`src/rtl/grf_scoreboard_pkg.sv`:
```
// grf_scoreboard_pkg: shared constants for the GRF scoreboard (register count, counter/timer widths, default in-flight limit)
package grf_scoreboard_pkg;
   localparam int NREG = 32;
   localparam int CNT_W = 2;
   localparam int TMR_W = 2;
   localparam int MAX_INFLIGHT_DEF = 3;
endpackage

```
`src/rtl/grf_scoreboard_sb_entry.sv`:
```
// grf_sb_entry: pending-write counter and ready timer for one GRF register
// Ports: clk, reset, flush; iss = accepted issue writing this register, lat = its latency;
// wb = writeback to this register; cnt = pending writes; hazard = source must stall; full = cnt at limit.
// Build option GRF_SB_FORWARD_EN: hazard follows the ready timer instead of the pending counter.
module grf_sb_entry import grf_scoreboard_pkg::*; #(
   parameter int MAX_INFLIGHT = MAX_INFLIGHT_DEF
) (
   input  logic             clk,
   input  logic             reset,
   input  logic             flush,
   input  logic             iss,
   input  logic             wb,
   input  logic [TMR_W-1:0] lat,
   output logic [CNT_W-1:0] cnt,
   output logic             hazard,
   output logic             full
);
   logic [CNT_W-1:0] cnt_n;
   logic [TMR_W-1:0] tmr, tmr_n;
   // an issue and a writeback in the same cycle cancel; a writeback at zero stays at zero
   always_comb begin
      cnt_n = (iss & wb) ? cnt : iss ? cnt + 1'b1 : (wb & cnt != '0) ? cnt - 1'b1 : cnt;
      tmr_n = (cnt_n == '0) ? '0 : iss ? lat : (tmr != '0) ? tmr - 1'b1 : tmr;
   end
   always_ff @(posedge clk) begin
      if (reset | flush) begin
         cnt <= '0;
         tmr <= '0;
      end else begin
         cnt <= cnt_n;
         tmr <= tmr_n;
      end
   end
   assign full = cnt == CNT_W'(MAX_INFLIGHT);
`ifdef GRF_SB_FORWARD_EN
   assign hazard = tmr != '0;
`else
   assign hazard = cnt != '0;
`endif
endmodule

```
`src/rtl/grf_scoreboard.sv`:
```
// grf_scoreboard: per-register write scoreboard generating decode stall, busy vector and protocol error
// Ports: clk, reset; issue_* = decode-stage instruction; wb_valid/wb_dst = committed GRF write;
// flush = drop all tracking; stall (comb), busy (registered), err (registered, sticky).
// Build option GRF_SB_FORWARD_EN: sources stall only until the producer result is forwardable.
module grf_scoreboard import grf_scoreboard_pkg::*; #(
   parameter int MAX_INFLIGHT = MAX_INFLIGHT_DEF
) (
   input  logic             clk,
   input  logic             reset,
   input  logic             issue_valid,
   input  logic [4:0]       issue_rs,
   input  logic [4:0]       issue_rt,
   input  logic             use_rs,
   input  logic             use_rt,
   input  logic             issue_we,
   input  logic [4:0]       issue_dst,
   input  logic [TMR_W-1:0] issue_lat,
   input  logic             wb_valid,
   input  logic [4:0]       wb_dst,
   input  logic             flush,
   output logic             stall,
   output logic [NREG-1:0]  busy,
   output logic             err
);
   logic [CNT_W-1:0] cnt [NREG];
   logic [NREG-1:0]  haz, full, nz;
   logic             acc;
   // register 0 has no entry, so its hazard/full bits are tied low
   assign cnt[0]  = '0;
   assign haz[0]  = 1'b0;
   assign full[0] = 1'b0;
   assign nz[0]   = 1'b0;
   assign stall = issue_valid & ~flush & ((use_rs & haz[issue_rs]) | (use_rt & haz[issue_rt]) | (issue_we & full[issue_dst]));
   assign acc = issue_valid & ~stall & ~flush;
   for (genvar i = 1; i < NREG; i++) begin : g_ent
      grf_sb_entry #(.MAX_INFLIGHT(MAX_INFLIGHT)) u_ent (
         .clk    (clk),
         .reset  (reset),
         .flush  (flush),
         .iss    (acc & issue_we & (issue_dst == 5'(i))),
         .wb     (wb_valid & (wb_dst == 5'(i))),
         .lat    (issue_lat),
         .cnt    (cnt[i]),
         .hazard (haz[i]),
         .full   (full[i])
      );
      assign nz[i] = cnt[i] != '0;
   end
   always_ff @(posedge clk) begin
      if (reset) begin
         busy <= '0;
         err  <= 1'b0;
      end else begin
         busy <= nz;
         if (~flush & wb_valid & (wb_dst != '0) & (cnt[wb_dst] == '0))
            err <= 1'b1;
      end
   end
endmodule

```
`config.mk`:
```
export PLATFORM = sky130hd
export DESIGN_NAME = grf_scoreboard
export DESIGN_NICKNAME = d
export VERILOG_FILES = /design/src/rtl/grf_scoreboard_pkg.sv /design/src/rtl/grf_scoreboard_sb_entry.sv /design/src/rtl/grf_scoreboard.sv
export SDC_FILE = /design/constraint.sdc
export NUM_CORES = 1
export LEC_CHECK = 0
export BUFFER_PORTS_ARGS = -buffer_cell sky130_fd_sc_hd__buf_4
export CELL_PAD_IN_SITES_DETAIL_PLACEMENT = 2
export CELL_PAD_IN_SITES_GLOBAL_PLACEMENT = 2
export CORE_MARGIN = 2
export CORE_UTILIZATION = 35
export DETAILED_ROUTE_END_ITERATION = 16
export GPL_TIMING_DRIVEN = 0
export PLACE_DENSITY_LB_ADDON = 0.1
export SLEW_MARGIN = 0
export SYNTH_ARGS = -nofsm -noshare
export SYNTH_HDL_FRONTEND = slang
export SYNTH_SLANG_ARGS = --single-unit
```
`constraint.sdc`:
```
create_clock -name clk -period 3.5 [get_ports clk]
set_input_delay 0.7 -clock clk [delete_from_list [all_inputs] [get_ports clk]]
set_output_delay 0.7 -clock clk [all_outputs]
set_load 0.01 [all_outputs]
```
==> results.yml, run 1 <==
outcome:
  status: "complete, no violations"
synthesis:
  ys_seq_area_share_pct: 30.2
  synth_edf_count: 0
  synth_area_sq_um: 6230
  async_flop_share_pct: 0
  yosys_warnings: 0
  synth_cell_types: 68
  postSynthAreaPerCell_sq_um: 7.71
  synth.ff_latch_count: 94
  postSynthCellCount: 808
  synth_flop_cell: "dfxtp_1"
  synth_nets: 838
drt:
  wl_per_cell_um: 25.7
  wirelength_um: 28500
  ant_nets: 0
  routed_via_density: 6.34
  vias: 7041
  drc: 0
  dr.pass1.iters: 5
  drtIter0Drc: 635
floorplanning:
  io_pins: 64
  die_w_um: 137
  fp.dieH_um: 137
  core_area_sq_um: 17400
  row_count: 48
  die-area_sq_um: 18900
  start_util_pct: 35.9
timing:
  hold_slack_ns: 0.483
  slew_viol_final: 0
  hold_violations: 0
  finalCritPeriodShare_pct: 99.3
  worstMarginPinSlew_ns: 0.990
  fin_skew_ns: 0.0140
  max_slew_margin_pct: 33.5
  finalCriticalPeriod_ns: 3.47
  setup_violations: 0
  rsz0062_at_grt: "true"
  fmax_mhz: 288
  finalSetupTns_ns: 0
cells_and_area:
  multi_input_area_sq_um: 4090
  nNetsFinal: 910
  regArea_sq_um: 1880
  syn2layout_area_growth_pct: 18.3
  num-fill-cells: 2000
  layout-drive-gt1-share_pct: 16.4
  antennaDiodeCount: 0
  final_core_util_pct: 42.5
clock_tree:
  cts_tree: "built"
  cts-buffers-inserted: 9
  cts_buffer_depth: 2
  cts_sinks: 94
  clock_latency_ns: 0.37
  ctsHtreeMaxLevel: 3
  cts_root_buf: "clkbuf_16"
  clk_pin_slew_worst_paths_ns: 0.07
placed_design:
  place.gp.congestion: 0.973
  io_buffers: 57
  place_hpwl_um: 22000
power_and_ir_drop:
  leakage_nw: 2.67
  p_int_mw: 1.69
  p_seq_share_pct: 43.6
  ir_drop_mv: 0.255
  p_sw_share_pct: 31.3
  p_per_area_nw_per_um2: 333
  p_sw_mw: 0.767
  comb_power_share_pct: 14.1
  total_power_mw: 2.45
  clkPwrFrac_pct: 42.2
setup_path:
  slowest_delay_ns: 0.52
  crit_type: "primary input to output pin"
  path_max_fanout: 10
  cp_common_cell: "buf_4"
  cp.arrival_ns: 2.77
  r2r-start: "g_ent[3].u_ent.cnt[0]$_SDFFE_PP0P_"
  cp_slowest_cell: "mux4_2"
  critPathLaunch: "issue_rt[2]"
  cp-start-kind: "primary input"
  end_kind: "output pin"
  cp_data_required_time_ns: 2.80
  cp_cell_sequence: "buf_4, buf_4, mux4_2, mux2_2, a2111oi_4, nor4_4, a21oi_2, buf_4"
grt:
  grt_pass1_vias: 7305
  track_usage_pct: 30.5
  grt_max_degree: 20
  grt_remaining_overflow: 0
  antenna_found_initial: 0
  grt_pass1_wl_um: 42600
worst_hold_path:
  min_path_type: "register to register"
  hp-start: "err$_SDFFE_PP0P_"
job:
  drv_cap: 0
power groups by stage:
| stage | combinational, mW | sequential (mW) | clock [mW] |
|---|---|---|---|
| 2_1_floorplan | 0.185 | 1.10 | 0 |
| 3_3_place_gp | 0.310 | 1.10 | 0 |
| 3_5_place_dp | 0.320 | 1.10 | 0 |
| 4_1_cts | 0.336 | 1.07 | 1.04 |
| 5_1_grt | 0.364 | 1.07 | 1.09 |
| 6_report | 0.347 | 1.07 | 1.04 |
cells by family (layout without fill, tap and decap cells):
family / count (synthesis) / in the layout / synth area share [%]
XOR/XNOR: 9 / 9 / 1.27
other: 1 / 1 / 0.0602
buffers and inverters: 66 / 143 / 5.06
AO/OA/AOI/OAI: 214 / 214 / 24.2
AND/OR/NAND/NOR: 407 / 407 / 33.2
flip-flops: 94 / 94 / 30.2
multiplexers: 17 / 17 / 5.97
cell type report:
type | instances | area share [%]
clock buffers | 9 | 3.05
flip-flops and latches | 94 | 25.5
multi-input cells | 648 | 55.5
inverters | 9 | 0.458
well taps | 225 | 3.82
clock inverters | 7 | 1.09
repair buffers | 64 | 6.57
plain buffers | 54 | 3.97
synth_stat cells (all sizes together), types with 5 or more instances:
| master | instances | area share (%) |
|---|---|---|
| nand2 | 61 | 3.7 |
| o211ai | 17 | 2.0 |
| buf | 21 | 2.3 |
| nand3b | 6 | 0.72 |
| nand3 | 60 | 4.8 |
| nor2 | 113 | 6.8 |
| dfxtp | 94 | 30 |
| xnor2 | 7 | 0.98 |
| nand4 | 13 | 1.3 |
| nor4 | 11 | 1.1 |
| and3 | 9 | 0.90 |
| nor3b | 6 | 0.72 |
| a21oi | 39 | 3.1 |
| a41oi | 7 | 0.98 |
| a211oi | 23 | 2.8 |
| clkbuf | 36 | 2.2 |
| o21ai | 47 | 3.8 |
| mux4 | 16 | 5.8 |
| or3 | 5 | 0.50 |
| o311a | 9 | 1.4 |
| o31a | 12 | 1.7 |
| nand2b | 22 | 2.2 |
| a221oi | 7 | 1.1 |
| or2 | 6 | 0.60 |
| a21o | 5 | 0.60 |
| nor2b | 12 | 1.2 |
| nor4b | 7 | 0.98 |
| and2 | 25 | 2.5 |
| inv | 9 | 0.54 |
| o21bai | 10 | 1.2 |
| nor3 | 37 | 3.1 |
flip-flops by register name (all words and copies together), names as in the netlist:
signal and flops:
g_ent.u_ent.cnt 62, busy 31, err 1
worst max-delay path: cells and delay by family:
kind | cells | cell delay, ns
AOI/OAI and AO/OA | 2 | 0.67
buffers and inverters | 3 | 0.44
and+or+nand+nor | 1 | 0.13
muxes | 2 | 0.82
cell usage in the layout (no fill, tap or decap), types with 16 or more instances in the layout:
master,synthesis,routed
o21ai_0,47,46
and2_1,20,20
clkbuf_1,36,30
o211ai_1,17,17
a21oi_1,39,38
buf_4,6,69
nor2_1,112,108
dfxtp_1,94,94
a211oi_1,23,23
nand2_1,61,61
nand3_1,60,60
nand2b_1,22,22
mux4_2,16,16
nor3_1,35,34
per-stage QoR:
step	setup WS [ns]	instances	area, sq um
2_1_floorplan	0.111	808	6230
3_3_place_gp	-0.478	1090	6940
3_5_place_dp	-0.531	1090	6940
4_1_cts	0.0135	1110	7360
5_1_grt	0.00408	1110	7370
6_report	0.0260	1110	7370
repair_timing:
action,in CTS,in global routing
hold buffers,0,0
endpoints found under the setup margin,1,5
buffers inserted,7,0
gates cloned,0,0
pin swaps,6,2
gates resized for setup,20,8
metal layers:
metal,vias up,wire [um],track usage (%)
met4,0,692,10.9
li1,3149,-,-
met2,252,13500,50.3
met5,-,0,0
met1,3594,12600,40.0
met3,46,1800,5.48
path summary, 6_finish.rpt:
kind	slack (ns)	cells past startpoint	end
worst max-delay path	0.03	8	stall
worst min-delay path	0.48	2	err$_SDFFE_PP0P_
worst max register to register	0.25	11	g_ent[20].u_ent.cnt[0]$_SDFFE_PP0P_
worst min register to register	0.48	2	err$_SDFFE_PP0P_
Power figures use the tool's default switching activity.
==> run 2: changes to the inputs <==
--- a/config.mk
+++ b/config.mk
@@ -9,7 +9,7 @@
 export CELL_PAD_IN_SITES_DETAIL_PLACEMENT = 2
 export CELL_PAD_IN_SITES_GLOBAL_PLACEMENT = 2
 export CORE_MARGIN = 2
-export CORE_UTILIZATION = 35
+export CORE_UTILIZATION = 38
 export DETAILED_ROUTE_END_ITERATION = 16
 export GPL_TIMING_DRIVEN = 0
 export PLACE_DENSITY_LB_ADDON = 0.1
==> constraint.sdc (replaced) <==
create_clock -name clk -period 4.2 [get_ports clk]
set_input_delay 0.84 -clock clk [delete_from_list [all_inputs] [get_ports clk]]
set_output_delay 0.84 -clock clk [all_outputs]
set_load 0.01 [all_outputs]
==> run 2 against run 1 <==
Final cell count fell by 0.99%. Sequential power fell by 17%. Setup slack improved by 0.088 ns. Register-to-register slack improved by 0.21 ns. Non-clock buffer count fell by 2. Combinational power fell by 18%. Sequential share of layout area rose by 0.29 points. Critical path depth rose by 3. Highest routed layer unchanged.
==> results.yml, run 2 (synthesis results as in run 1) <==
setup_path:
  end_kind: "output pin"
  ff2ff_path_depth: 10
  cp.arrival_ns: 3.25
  crit_type: "primary input to output pin"
  critPathLaunch: "issue_rt[3]"
  cp_data_required_time_ns: 3.36
  cp-start-kind: "primary input"
  path_max_fanout: 10
  r2r-start: "g_ent[18].u_ent.cnt[1]$_SDFFE_PP0P_"
placed_design:
  io_buffers: 57
  place_hpwl_um: 22800
  dp_cells: 1081
  dp_slack_ns: -0.123
  place.gp.congestion: 0.959
drt:
  wirelength_um: 30300
  wl_per_cell_um: 27.6
  drc: 0
  drtIter0Drc: 540
  dr.pass1.iters: 5
  routed_via_density: 6.48
  vias: 7121
  ant_nets: 0
floorplanning:
  start_util_pct: 39.1
  row_count: 46
  fp.dieH_um: 132
  core_area_sq_um: 15900
  die-area_sq_um: 17400
  die_w_um: 132
  io_pins: 64
cells_and_area:
  mostFrequentLayoutCell: "nor2_1"
  regMostFlops: "g_ent.u_ent.cnt"
  instances_no_fill: 1099
  final_cell_mix: "112 x nor2_1, 94 x dfxtp_1, 66 x buf_4, 61 x nand2_1, 60 x nand3_1"
  num-fill-cells: 1875
  layout-drive-gt1-share_pct: 14.6
  largest_reg_flops: 62
  syn2layout_area_growth_pct: 17.0
  nNetsFinal: 908
  top_regs: "g_ent.u_ent.cnt (62), busy (31), err (1)"
timing:
  hold_violations: 0
  finalCriticalPeriod_ns: 4.09
  setup_violations: 0
  worst_slack_ns: 0.114
  fmax_mhz: 245
  worstMarginPinSlew_ns: 1.02
  max_slew_margin_pct: 31.6
  rsz0062_at_grt: "false"
  finalCritPeriodShare_pct: 97.3
  slew_viol_final: 0
  fin_skew_ns: 0.00988
grt:
  track_usage_pct: 34.3
  antenna_found_initial: 1
  grt_max_degree: 17
  grt_pass1_vias: 7650
  grt_pass1_wl_um: 46000
  grt_remaining_overflow: 0
clock_tree:
  cts_root_buf: "clkbuf_16"
  holdBufCountCts: 0
  cts_tree: "built"
  clk_pin_slew_worst_paths_ns: 0.07
  cts-buffers-inserted: 9
  cts_sinks: 94
  ctsHtreeMaxLevel: 3
  clock_latency_ns: 0.36
  cts_buffer_depth: 2
power_and_ir_drop:
  total_power_mw: 2.10
  p_sw_mw: 0.595
  p_seq_share_pct: 42.6
  leakage_nw: 2.64
  p_int_mw: 1.50
  ir_drop_mv: 0.214
  p_sw_share_pct: 28.4
  clkPwrFrac_pct: 43.8
  comb_power_share_pct: 13.6
  p_per_area_nw_per_um2: 287
job:
  drv_cap: 0
worst_hold_path:
  whs_path_depth: 2
  hp-start: "g_ent[22].u_ent.cnt[1]$_SDFFE_PP0P_"
  min_path_type: "register to register"
outcome:
  status: "complete, no violations"
run 2: timing repair:
action                                  4_1_cts  5_1_grt
endpoints found under the hold margin         0        0
pin swaps                                     1        1
gates resized for setup                       2        3
endpoints found under the setup margin        1        1
buffers inserted                              0        3
run 2: power by group through the flow:
| stage | sequential (mW) | combinational, mW | clock (mW) |
|---|---|---|---|
| 2_1_floorplan | 0.914 | 0.154 | 0 |
| 3_3_place_gp | 0.913 | 0.260 | 0 |
| 3_5_place_dp | 0.914 | 0.269 | 0 |
| 4_1_cts | 0.893 | 0.274 | 0.926 |
| 5_1_grt | 0.893 | 0.298 | 0.955 |
| 6_report | 0.893 | 0.285 | 0.918 |
run 2: metal layers:
layer  share of wire (%)  track usage, %  routed length (um)  vias up
li1                    -               -                   -     3150
met1                  42            43.5               12700     3616
met2                  48            58.1               14700      288
met3                 6.8            6.19                2060       67
met4                 2.9            12.9                 894        0
met5                   0               0                   0        -
run 2: metrics by stage:
stage	hold slack [ns]	utilization [%]	TNS, ns	area (sq um)
floorplan	0.472	-	0	6230
global placement	0.471	43.5	-0.0275	6930
detailed placement	0.511	43.5	-0.123	6930
CTS	0.522	45.5	0	7250
global route	0.555	45.7	0	7290
finish	0.518	45.7	0	7290
run 2: layout make-up:
type	instances	area [sq um]	area share, %
Antenna cell	1	2.50	0.0343
Buffer	56	280	3.84
Clock buffer	9	225	3.09
Clock inverter	6	93.8	1.29
Inverter	9	33.8	0.463
Multi-Input combinational cell	648	4050	55.6
Sequential cell	94	1880	25.8
Tap cell	216	270	3.71
Timing Repair Buffer	60	450	6.18
run 2: final timing paths:
path                                    endpoint  slack, ns
max                                        stall       0.11
min          g_ent[22].u_ent.cnt[1]$_SDFFE_PP0P_       0.52
max reg2reg  g_ent[27].u_ent.cnt[1]$_SDFFE_PP0P_       0.46
min reg2reg  g_ent[22].u_ent.cnt[1]$_SDFFE_PP0P_       0.52
run 2: critical path, stage by stage:
cell and delay, ns:
buf_4 0.12, buf_2 0.23, nor3b_1 0.28, o21ai_0 0.16, a31oi_1 0.36, a2111oi_4 0.09
buf_4 0.20, nor4_4 0.39, buf_2 0.31, a21oi_1 0.10, buf_4 0.15
